[config.mk]
export PLATFORM = sky130hd
export DESIGN_NAME = ddr_req_sched_flat
export DESIGN_NICKNAME = d
export VERILOG_FILES = /design/src/rtl/ddr_sched_pkg.sv /design/src/rtl/ddr_req_sched_if.sv /design/src/rtl/ddr_cmd_fifo.sv /design/src/rtl/ddr_req_sched.sv /design/src/flat_wrapper.sv
export SDC_FILE = /design/constraint.sdc
export NUM_CORES = 1
export LEC_CHECK = 0
export BUFFER_PORTS_ARGS = -buffer_cell sky130_fd_sc_hd__buf_2
export CORE_ASPECT_RATIO = 1.1
export CORE_MARGIN = 2
export CORE_UTILIZATION = 55
export CTS_CLUSTER_DIAMETER = 150
export CTS_CLUSTER_SIZE = 24
export DETAILED_ROUTE_END_ITERATION = 12
export HOLD_SLACK_MARGIN = 0.05
export PLACE_DENSITY = 0.77
export SYNTH_ARGS = -nofsm -noshare
export SYNTH_HDL_FRONTEND = slang
export SYNTH_HIERARCHICAL = 1
export SYNTH_SLANG_ARGS = --single-unit
[constraint.sdc]
create_clock -name clk -period 8 [get_ports clk]
set_clock_uncertainty 0.2 [all_clocks]
set_input_delay 0.8 -clock clk [delete_from_list [all_inputs] [get_ports clk]]
set_output_delay 0.8 -clock clk [all_outputs]
set_load 0.005 [all_outputs]
[src/rtl/ddr_sched_pkg.sv]
// Shared types and constants for the DDR request scheduler.
// The default widths here also seed the scheduler's parameters.
package ddr_sched_pkg;

    function automatic int cnt_width(input int turn);
        return (turn < 1) ? 1 : $clog2(turn + 1);
    endfunction

    localparam int NUM_PORTS   = 4;
    localparam int ADDR_W      = 32;
    localparam int FIFO_DEPTH  = 8;
    localparam int TURN_CYCLES = 2;
    localparam int PORT_W      = $clog2(NUM_PORTS);
    localparam int CNT_W       = cnt_width(TURN_CYCLES);

    localparam logic DIR_WRITE = 1'b1;
    localparam logic DIR_READ  = 1'b0;

    typedef struct packed {
        logic              we;
        logic [ADDR_W-1:0] addr;
        logic [PORT_W-1:0] port;
    } ddr_cmd_t;

endpackage

[src/rtl/ddr_req_sched_if.sv]
// Requester and controller-side signals of the DDR request scheduler.
// The scheduler uses the slave modport; the environment uses master.
interface ddr_req_sched_if #(
    parameter int NUM_PORTS  = ddr_sched_pkg::NUM_PORTS,
    parameter int ADDR_W     = ddr_sched_pkg::ADDR_W,
    parameter int FIFO_DEPTH = ddr_sched_pkg::FIFO_DEPTH
);
    localparam int PORT_W  = $clog2(NUM_PORTS);
    localparam int COUNT_W = $clog2(FIFO_DEPTH + 1);

    logic [NUM_PORTS-1:0]        req_valid;
    logic [NUM_PORTS-1:0]        req_we;
    logic [NUM_PORTS*ADDR_W-1:0] req_addr;
    logic [NUM_PORTS-1:0]        req_ready;
    logic                        cmd_valid;
    logic                        cmd_ready;
    logic                        cmd_we;
    logic [ADDR_W-1:0]           cmd_addr;
    logic [PORT_W-1:0]           cmd_port;
    logic [COUNT_W-1:0]          fifo_count;
    logic                        busy;

    modport slave (
        input  req_valid, req_we, req_addr, cmd_ready,
        output req_ready, cmd_valid, cmd_we, cmd_addr, cmd_port, fifo_count, busy
    );

    modport master (
        output req_valid, req_we, req_addr, cmd_ready,
        input  req_ready, cmd_valid, cmd_we, cmd_addr, cmd_port, fifo_count, busy
    );
endinterface

[src/rtl/ddr_cmd_fifo.sv]
// Synchronous command FIFO with registered storage and a combinational head.
// A pushed entry only becomes the head on the cycle after the push edge.
module ddr_cmd_fifo #(
    parameter int WIDTH = 8,
    parameter int DEPTH = 8
) (
    input  logic                       clk,
    input  logic                       rst,
    input  logic                       push_i,
    input  logic [WIDTH-1:0]           push_data_i,
    input  logic                       pop_i,
    output logic [WIDTH-1:0]           head_o,
    output logic                       full_o,
    output logic                       empty_o,
    output logic [$clog2(DEPTH+1)-1:0] count_o
);
    localparam int PTR_W = (DEPTH > 1) ? $clog2(DEPTH) : 1;
    localparam int CNT_W = $clog2(DEPTH + 1);

    logic [WIDTH-1:0] mem_q [DEPTH];
    logic [PTR_W-1:0] wr_ptr_q;
    logic [PTR_W-1:0] rd_ptr_q;
    logic [CNT_W-1:0] count_q;
    logic             do_push;
    logic             do_pop;

    assign full_o  = (count_q == CNT_W'(DEPTH));
    assign empty_o = (count_q == '0);
    assign count_o = count_q;
    assign head_o  = mem_q[rd_ptr_q];
    assign do_push = push_i && !full_o;
    assign do_pop  = pop_i && !empty_o;

    // Storage is deliberately not reset; the count alone defines what is valid.
    always_ff @(posedge clk) begin
        if (do_push) begin
            mem_q[wr_ptr_q] <= push_data_i;
        end
    end

    always_ff @(posedge clk or negedge rst) begin
        if (!rst) begin
            wr_ptr_q <= '0;
            rd_ptr_q <= '0;
            count_q  <= '0;
        end else begin
            if (do_push) begin
                wr_ptr_q <= wr_ptr_q + PTR_W'(1);
            end
            if (do_pop) begin
                rd_ptr_q <= rd_ptr_q + PTR_W'(1);
            end
            case ({do_push, do_pop})
                2'b10:   count_q <= count_q + CNT_W'(1);
                2'b01:   count_q <= count_q - CNT_W'(1);
                default: count_q <= count_q;
            endcase
        end
    end
endmodule

[src/rtl/ddr_req_sched.sv]
// Round-robin scheduler sharing one DDR command port among several requesters,
// with a FIFO in between and idle turnaround cycles on read/write direction changes.
module ddr_req_sched #(
    parameter int NUM_PORTS   = ddr_sched_pkg::NUM_PORTS,
    parameter int ADDR_W      = ddr_sched_pkg::ADDR_W,
    parameter int FIFO_DEPTH  = ddr_sched_pkg::FIFO_DEPTH,
    parameter int TURN_CYCLES = ddr_sched_pkg::TURN_CYCLES
) (
    input logic           clk,
    input logic           rst,
    ddr_req_sched_if.slave bus
);
    import ddr_sched_pkg::*;

    localparam int P_W = $clog2(NUM_PORTS);
    localparam int T_W = cnt_width(TURN_CYCLES);
    localparam int C_W = $clog2(FIFO_DEPTH + 1);
    localparam int D_W = 1 + ADDR_W + P_W;
    localparam logic [T_W-1:0] TURN_LOAD = T_W'(TURN_CYCLES);
    localparam logic [P_W:0]   PORTS_EXT = (P_W + 1)'(NUM_PORTS);

    typedef struct packed {
        logic              we;
        logic [ADDR_W-1:0] addr;
        logic [P_W-1:0]    port;
    } cmd_t;

    logic [ADDR_W-1:0] port_addr [NUM_PORTS];
    logic [P_W-1:0]    last_grant_q, last_grant_d;
    logic              last_we_q, last_we_d;
    logic [T_W-1:0]    turn_cnt_q, turn_cnt_d;
    logic [P_W-1:0]    grant_idx;
    logic              grant_found;
    logic [P_W:0]      cand;
    logic              accept_ok;
    logic              fifo_full, fifo_empty;
    logic [C_W-1:0]    fifo_count;
    cmd_t              push_cmd, head_cmd;
    logic              head_is_write;
    logic              cmd_valid;
    logic              handshake;

    // Grants are gated by rst so nothing is accepted while reset is held.
    assign accept_ok = rst && !fifo_full && grant_found;

    generate
        for (genvar gi = 0; gi < NUM_PORTS; gi++) begin : g_port
            assign port_addr[gi]     = bus.req_addr[gi*ADDR_W +: ADDR_W];
            assign bus.req_ready[gi] = accept_ok && (grant_idx == P_W'(gi));
        end
    endgenerate

    always_comb begin
        grant_found = 1'b0;
        grant_idx   = '0;
        cand        = '0;
        for (int k = 1; k <= NUM_PORTS; k++) begin
            cand = {1'b0, last_grant_q} + (P_W + 1)'(k);
            if (cand >= PORTS_EXT) begin
                cand = cand - PORTS_EXT;
            end
            if (!grant_found && bus.req_valid[cand[P_W-1:0]]) begin
                grant_found = 1'b1;
                grant_idx   = cand[P_W-1:0];
            end
        end
    end

    always_comb begin
        push_cmd.we   = bus.req_we[grant_idx];
        push_cmd.addr = port_addr[grant_idx];
        push_cmd.port = grant_idx;
    end

    ddr_cmd_fifo #(
        .WIDTH (D_W),
        .DEPTH (FIFO_DEPTH)
    ) u_fifo (
        .clk         (clk),
        .rst         (rst),
        .push_i      (accept_ok),
        .push_data_i (push_cmd),
        .pop_i       (handshake),
        .head_o      (head_cmd),
        .full_o      (fifo_full),
        .empty_o     (fifo_empty),
        .count_o     (fifo_count)
    );

    // Same-direction heads ignore the turnaround counter entirely.
    assign head_is_write = (head_cmd.we == DIR_WRITE);
    assign cmd_valid     = !fifo_empty && ((head_is_write == last_we_q) || (turn_cnt_q == '0));
    assign handshake     = cmd_valid && bus.cmd_ready;

    assign bus.cmd_valid  = cmd_valid;
    assign bus.cmd_we     = head_is_write;
    assign bus.cmd_addr   = head_cmd.addr;
    assign bus.cmd_port   = head_cmd.port;
    assign bus.fifo_count = fifo_count;
    assign bus.busy       = !fifo_empty || (turn_cnt_q != '0);

    always_comb begin
        last_grant_d = last_grant_q;
        last_we_d    = last_we_q;
        turn_cnt_d   = turn_cnt_q;
        if (accept_ok) begin
            last_grant_d = grant_idx;
        end
        if (handshake) begin
            last_we_d  = head_is_write;
            turn_cnt_d = TURN_LOAD;
        end else if (turn_cnt_q != '0) begin
            turn_cnt_d = turn_cnt_q - T_W'(1);
        end
    end

    always_ff @(posedge clk or negedge rst) begin
        if (!rst) begin
            last_grant_q <= P_W'(NUM_PORTS - 1);
            last_we_q    <= DIR_READ;
            turn_cnt_q   <= '0;
        end else begin
            last_grant_q <= last_grant_d;
            last_we_q    <= last_we_d;
            turn_cnt_q   <= turn_cnt_d;
        end
    end
endmodule

[src/flat_wrapper.sv]
// flat-port wrapper written by rule: the top's interface ports become plain ports
module ddr_req_sched_flat import ddr_sched_pkg::*;
#(
    parameter int NUM_PORTS   = ddr_sched_pkg::NUM_PORTS,
    parameter int ADDR_W      = ddr_sched_pkg::ADDR_W,
    parameter int FIFO_DEPTH  = ddr_sched_pkg::FIFO_DEPTH,
    parameter int TURN_CYCLES = ddr_sched_pkg::TURN_CYCLES
)
  (clk, rst, bus_req_valid, bus_req_we, bus_req_addr, bus_cmd_ready, bus_req_ready, bus_cmd_valid, bus_cmd_we, bus_cmd_addr, bus_cmd_port, bus_fifo_count, bus_busy);
  ddr_req_sched_if #(.NUM_PORTS(NUM_PORTS), .ADDR_W(ADDR_W), .FIFO_DEPTH(FIFO_DEPTH)) bus_i ();
  input logic clk;
  input logic rst;
  input wire logic [$bits(bus_i.req_valid)-1:0] bus_req_valid;
  input wire logic [$bits(bus_i.req_we)-1:0] bus_req_we;
  input wire logic [$bits(bus_i.req_addr)-1:0] bus_req_addr;
  input wire logic [$bits(bus_i.cmd_ready)-1:0] bus_cmd_ready;
  output wire logic [$bits(bus_i.req_ready)-1:0] bus_req_ready;
  output wire logic [$bits(bus_i.cmd_valid)-1:0] bus_cmd_valid;
  output wire logic [$bits(bus_i.cmd_we)-1:0] bus_cmd_we;
  output wire logic [$bits(bus_i.cmd_addr)-1:0] bus_cmd_addr;
  output wire logic [$bits(bus_i.cmd_port)-1:0] bus_cmd_port;
  output wire logic [$bits(bus_i.fifo_count)-1:0] bus_fifo_count;
  output wire logic [$bits(bus_i.busy)-1:0] bus_busy;
  assign bus_i.req_valid = bus_req_valid;
  assign bus_i.req_we = bus_req_we;
  assign bus_i.req_addr = bus_req_addr;
  assign bus_i.cmd_ready = bus_cmd_ready;
  assign bus_req_ready = bus_i.req_ready;
  assign bus_cmd_valid = bus_i.cmd_valid;
  assign bus_cmd_we = bus_i.cmd_we;
  assign bus_cmd_addr = bus_i.cmd_addr;
  assign bus_cmd_port = bus_i.cmd_port;
  assign bus_fifo_count = bus_i.fifo_count;
  assign bus_busy = bus_i.busy;
  ddr_req_sched #(.NUM_PORTS(NUM_PORTS), .ADDR_W(ADDR_W), .FIFO_DEPTH(FIFO_DEPTH), .TURN_CYCLES(TURN_CYCLES)) u_core (.clk(clk), .rst(rst), .bus(bus_i));
endmodule
Yosys cells after proc, flatten, opt, wreduce, memory -nomap -nowiden:

Memory sizes are Yosys's and may differ from the RTL's.
Cells that the tools add are included.

* bitwise gates (word level): 1
* mux-type cells: 30
* shift operators: 0
* $lt $le $gt $ge: 10
* $mul: 0
* equality and inequality tests: 7
* $add $sub $neg: 13
* div/mod/pow operators: 0
* reduce and logical (&&, ||, !) cells: 26

Operators by type and width (number)
* 32-bit binary-select mux with 2-bit select: 1
* 32-bit two-way mux: 2
* 2-bit two-way mux: 10
* 3-bit >= comparator (second input constant): 5
* 2-bit by 3-bit < comparator with 1-bit output (second input constant): 5
* 1-bit logical AND: 13
* 1-bit two-way mux: 11
* 1-bit binary-select mux with 2-bit select: 5
* 2-bit by 1-bit subtractor with 2-bit output (second input constant): 5
* 4-bit case mux with 2 select lines: 1
* 2-bit by 2-bit adder with 3-bit output (second input constant): 2
* 3-bit by 1-bit adder with 3-bit output (second input constant): 2
* 2-bit == test (second input constant): 3
* 2-bit nonzero test: 3
* 1-bit zero test: 5
* 4-bit by 1-bit adder with 4-bit output (second input constant): 1
* 2-bit by 1-bit == test with 1-bit output (second input constant): 2
* 4-bit == test (second input constant): 1
* 2-bit zero test: 2
* 4-bit zero test: 1
* 4-bit by 1-bit subtractor with 4-bit output (second input constant): 1
* 2-bit by 1-bit adder with 3-bit output (second input constant): 1
* 2-bit by 3-bit adder with 3-bit output (second input constant): 1
* 2-bit NOT with 3-bit output: 1
* 2 further kinds: 3

* memories: 1
* memory bits (read-only): 0
* bits in latches: 0
* word-level logic and storage cells: 94
* RAM bits: 280
* output and inout port bits: 45
* bits of input ports: 139
* bits in registers: 15

Memories
* u_core.u_fifo.mem_q: depth 8, width 35, rd ports 1, clocked after Yosys merged registers in 0, wr ports 1, RTL line ddr_cmd_fifo.sv:20 `logic [WIDTH-1:0] mem_q [DEPTH];`

Depth between registers and ports, before layout:

* depth after elaboration: 19
* depth in mapped cells: 14
* depth with buffers taken out: 12

By module:

The synthesis kept the hierarchy.

By module, submodules not included
* ddr_cmd_fifo: instances 1, area an instance 11424.7 µm², cells each 472, sequential area each 8658.3 µm²
* ddr_req_sched: instances 1, area an instance 1908.1 µm², cells each 260, sequential area each 127.6 µm²

Worst setup path before layout:

No wires, ideal clock.

* path type: input port to flip-flop
* start point: in bus_req_valid[3]
* end point: mem u_core/u_fifo/mem_q[1][0] (netlist name), enable pin
* cell stages on the path: 4
* path slack: 3.555 ns
* data required time: 7.329 ns
* buffers on the path: 0
* data arrival time: 3.774 ns
* library setup time: 0.471 ns
* cell sequence: or2_2 -> o311a_1 -> nand3_1 -> nor3_1

* cells in the longest elaborated chain, start to end: 16
* elaborated cells between the ends (all ways): 22
* classes of those cells: mux (14); reduce/logical (8)

RTL lines
* from (decl): RTL line flat_wrapper.sv:13 `input wire logic [$bits(bus_i.req_valid)-1:0] bus_req_valid;`
* 1-bit binary-select mux with 2-bit select: RTL line ddr_req_sched.sv:62 `if (!grant_found && bus.req_valid[cand[P_W-1:0]]) begin`
* 1-bit two-way mux (not written as such): RTL line ddr_req_sched.sv:62
* 1-bit two-way mux: RTL line ddr_req_sched.sv:62
* 1-bit zero test: RTL line ddr_req_sched.sv:62
* 1-bit logical AND: RTL line ddr_req_sched.sv:62
* 1-bit two-way mux: RTL line ddr_req_sched.sv:62
* 1-bit zero test: RTL line ddr_req_sched.sv:62
* 1-bit logical AND: RTL line ddr_req_sched.sv:62
* 1-bit two-way mux: RTL line ddr_req_sched.sv:62
* 1-bit zero test: RTL line ddr_req_sched.sv:62
* 1-bit logical AND: RTL line ddr_req_sched.sv:62
* 1-bit two-way mux (*): RTL line ddr_req_sched.sv:62
* 1-bit logical AND (*): RTL line ddr_req_sched.sv:44 `assign accept_ok = rst && !fifo_full && grant_found;`
* net u_core.accept_ok: RTL line ddr_req_sched.sv:35 `logic accept_ok;`
* 1-bit logical AND (*): RTL line ddr_cmd_fifo.sv:31 `assign do_push = push_i && !full_o;`
* 1-bit two-way mux (*): RTL line ddr_cmd_fifo.sv:36 `if (do_push) begin`
* 1-bit two-way mux (not written as such) (*): RTL line ddr_cmd_fifo.sv:37 `mem_q[wr_ptr_q] <= push_data_i;`
* to (decl): RTL line ddr_cmd_fifo.sv:20

Mark *: on every way through the listed nets, which the timed path passes. The rest lies on a longest branch. The select of a mux whose other input is x is not followed.

Final worst setup path:

* start point: reg u_core.u_fifo.rd_ptr_q[1]
* end point: reg u_core.u_fifo.count_q[3], in the netlist u_core/u_fifo/count_o[3]

* cells in the longest elaborated chain, start to end: 8
* elaborated cells between the ends (all ways): 10
* classes of those cells: eq/ne (3); mux (1); reduce/logical (5); memory (1)

RTL lines
* from (decl): RTL line ddr_cmd_fifo.sv:22 `logic [PTR_W-1:0] rd_ptr_q;`
* from (signal assigned): RTL line ddr_cmd_fifo.sv:51 `rd_ptr_q <= rd_ptr_q + PTR_W'(1);`
* memory 8 x 35 bit (*)
* 1-bit == test (*): RTL line ddr_req_sched.sv:92 `assign cmd_valid = !fifo_empty && ((head_is_write == last_we_q) || (turn_cnt_q == '0));`
* 1-bit logical OR (*): RTL line ddr_req_sched.sv:92
* 1-bit logical AND (*): RTL line ddr_req_sched.sv:92
* 1-bit logical AND (*): RTL line ddr_req_sched.sv:93 `assign handshake = cmd_valid && bus.cmd_ready;`
* net u_core.handshake: RTL line ddr_req_sched.sv:41 `logic handshake;`
* 1-bit logical AND (*): RTL line ddr_cmd_fifo.sv:32 `assign do_pop = pop_i && !empty_o;`
* net u_core.u_fifo.do_pop: RTL line ddr_cmd_fifo.sv:25 `logic do_pop;`
* 2-bit by 1-bit == test with 1-bit output or 2-bit == test (tied branches): RTL line ddr_cmd_fifo.sv:53 `case ({do_push, do_pop})`
* 4-bit case mux with 2 select lines or 2-bit nonzero test (tied branches)
* to (signal assigned): RTL line ddr_cmd_fifo.sv:54 `2'b10: count_q <= count_q + CNT_W'(1);`
* to (signal assigned): RTL line ddr_cmd_fifo.sv:55 `2'b01: count_q <= count_q - CNT_W'(1);`
* to (signal assigned): RTL line ddr_cmd_fifo.sv:56 `default: count_q <= count_q;`
* to (decl): RTL line ddr_cmd_fifo.sv:23 `logic [CNT_W-1:0] count_q;`

Mark *: on every way through the listed nets, which the timed path passes. The rest lies on a longest branch.
A chain may end at the register's enable or synchronous reset.

==> results.py <==
metrics = {
    "layout": {
        "regArea_mm2": 0.00879,
        "fillCellCount": 1676,
        "nets": 1029,
        "multi_input_area_mm2": 0.00426,
        "layout-drive-gt1-share": 0.318,
        "area_delta_synth_final_pct": 12.8,
    },
    "synth": {
        "ys.flop_type": "edfxtp_1",
        "synth-seq-cells": 295,
        "synth_top_area_frac": 0.631,
        "synthMostInstantiatedCell": "edfxtp_1",
        "syn_nets": 878,
        "synth_cell_types": 47,
        "synthTopCellsByCount": "edfxtp_1, mux4_1, a41oi_1, o31ai_1, clkbuf_1",
        "synth_edf_count": 280,
        "synthArstFlopShare": 0.0508,
        "yosysWarnings": 6,
        "syn_inst": 732,
        "synth-seq-area-share": 0.659,
        "postSynthAreaPerCell_um2": 18.2,
        "syn_area_mm2": 0.0133,
        "synth_top_area_cell": "edfxtp_1",
        "synth_area_leaders": "edfxtp_1, mux4_1, a41oi_1, o31ai_1, mux2_2",
    },
    "global_routing": {
        "grt_max_degree": 68,
        "grt_pass1_vias": 8024,
        "grt_pass1_wl_mm": 48.3,
        "grt_overflow": 0,
        "grtUsageTotal": 0.252,
        "antenna_found_initial": 6,
    },
    "drt": {
        "drt-wirelength-per-cell_um": 27.2,
        "drc": 0,
        "routed_via_density": 6.71,
        "routed_wl_mm": 32.8,
        "drt_iter0_markers": 866,
        "ant_nets": 0,
        "num_vias": 8086,
        "first_pass_iters": 5,
    },
    "sta": {
        "worstMarginPinSlew_ps": 1080,
        "fmax_ghz": 0.211,
        "slew_headroom": 0.274,
        "finalHoldViolCount": 0,
        "rsz0062_at_grt": "no",
        "setup_viol": 0,
        "final.setup.tns_ps": 0,
        "period_share": 0.594,
        "min_period_ps": 4750,
        "slew_violations": 0,
    },
    "power_and_ir_drop": {
        "p_leak_nw": 5.26,
        "p_comb_frac": 0.392,
        "fin_total_pwr_mw": 5.34,
        "switching_share": 0.341,
        "power-per-cell-area_mw_per_mm2": 355,
        "power_switching_mw": 1.82,
        "peakVddDrop_mv": 0.319,
        "power_frac_clock": 0.163,
        "seqPwrFrac": 0.445,
        "p_int_mw": 3.52,
    },
    "clock_tree": {
        "htree_levels": 1,
        "cts.sinks": 295,
        "clk_pin_slew_ps": 90,
        "root_buffer": "clkbuf_16",
        "cts_resized": 0,
        "clk_latency_ps": 510,
        "ctsHoldBuffers": 1,
        "cts_max_path_buffers": 3,
        "cts_tree": "done",
        "cts_setup_buffers": 0,
        "numCtsBuffers": 16,
    },
    "setup_path": {
        "start_kind": "register",
        "critPathKind": "register to register",
        "endpoint_kind": "register",
        "arrival_ps": 4920,
        "critPathMaxFanout": 58,
        "crit_required_ps": 8170,
    },
    "floorplan": {
        "rows": 59,
        "start_util": 0.561,
        "dieArea_mm2": 0.0255,
        "dieWidth_um": 152,
        "fp.dieH_um": 167,
        "coreArea_mm2": 0.0238,
        "ios": 184,
    },
    "placement": {
        "port_buffers": 183,
        "routabilityCongestion": 0.827,
        "dp_hpwl_mm": 19.2,
    },
    "status": {
        "outcome": "complete, no violations",
    },
    "job": {
        "maxCapViolCount": 0,
    },
    "worst_hold_path": {
        "worst_hold_path_type": "register to register",
    },
}
==> cells in the final DEF, fill, tap and decap left out, drive strengths merged, types with 5 or more instances in the layout <==
master | netlist | routed
edfxtp | 280 | 280
dfrtp | 13 | 13
ha | 6 | 6
mux4 | 70 | 70
buf | 27 | 201
o31ai | 66 | 66
inv | 13 | 14
o21ai | 5 | 5
diode | 0 | 7
clkbuf | 42 | 27
a21oi | 5 | 5
a41oi | 66 | 66
nand2 | 10 | 10
a22oi | 33 | 33
nor2 | 13 | 13
mux2 | 38 | 38
xnor2 | 5 | 5
==> sequential cells by signal, summed over array words and instances (netlist names) <==
register                flops
u_core/last_we_q            1
u_core/last_grant_q         2
u_core/u_fifo/rd_ptr_q      3
u_core/u_fifo/mem_q       280
u_core/u_fifo/count_o       4
u_core/u_fifo/wr_ptr_q      3
u_core/turn_cnt_q           2
==> stage by stage <==
step	hold WS [ps]	instance area [um^2]	utilization	std cells	setup slack, ps
2_1_floorplan	283	13300	-	732	3560
3_3_place_gp	304	14500	0.611	1169	3400
3_5_place_dp	311	14500	0.611	1169	3290
4_1_cts	324	15000	0.632	1198	3260
5_1_grt	339	15000	0.632	1203	2990
6_report	324	15000	0.633	1205	3250
==> per-layer routing <==
metal	vias up	wire [um]	track usage
li1	3511	-	-
met1	4106	12200	0.322
met2	412	16800	0.434
met3	57	2800	0.0481
met4	0	999	0.0898
met5	-	0	0.0152
==> cells by family after synthesis <==
kind of cell	count (synthesis)	share of synthesized area
flops	295	0.659
fa+ha+maj	7	0.00713
buf+inv	82	0.0294
compound gates	184	0.109
simple gates	46	0.0183
mux	110	0.172
xor+xnor	8	0.00526
==> area by class of cell <==
type                            count  area share
Sequential cell                   295       0.585
Antenna cell                        7     0.00116
Clock buffer                       27      0.0308
Timing Repair Buffer              202      0.0705
Tap cell                          305      0.0254
Clock inverter                      1     0.00133
Multi-Input combinational cell    355       0.283
Inverter                           13     0.00324
==> worst max-delay path, cell delays in order (launching register included) <==
cell      delay (ps)
dfrtp_2          570
buf_4            680
mux4_1           400
mux2_2           320
xor2_1           150
a21oi_1          180
and2_1           220
o41ai_1          160
inv_1            130
ha_1             320
ha_1             350
or4b_2           680
o311ai_0         140
o211ai_1         130
==> final timing paths <==
check / from / end / slack [ps] / cells past startpoint
min in group asynchronous: rst / u_core/turn_cnt_q[1]$_DFFE_PN0P_ / 530 / 2
hold / removal: u_core/last_grant_q[0]$_DFFE_PN1P_ / u_core/last_grant_q[0]$_DFFE_PN1P_ / 320 / 2
max in group asynchronous: rst / u_core/u_fifo/rd_ptr_q[0]$_DFFE_PN0P_ / 6760 / 2
setup reg to reg: u_core/u_fifo/rd_ptr_q[1]$_DFFE_PN0P_ / u_core/u_fifo/count_o[3]$_DFFE_PN0P_ / 3250 / 13
setup / recovery: u_core/u_fifo/rd_ptr_q[1]$_DFFE_PN0P_ / u_core/u_fifo/count_o[3]$_DFFE_PN0P_ / 3250 / 13
hold reg to reg: u_core/last_grant_q[0]$_DFFE_PN1P_ / u_core/last_grant_q[0]$_DFFE_PN1P_ / 320 / 2
==> power by group through the flow <==
stage | Clock [mW] | Sequential, mW | Combinational (mW)
after floorplan | 0 | 2.33 | 1.45
after global placement | 0 | 2.38 | 2.03
after detailed placement | 0 | 2.40 | 2.08
after CTS | 0.884 | 2.38 | 2.09
after global routing | 0.945 | 2.40 | 2.25
final | 0.872 | 2.37 | 2.09
(Power assumes the default switching activity.)
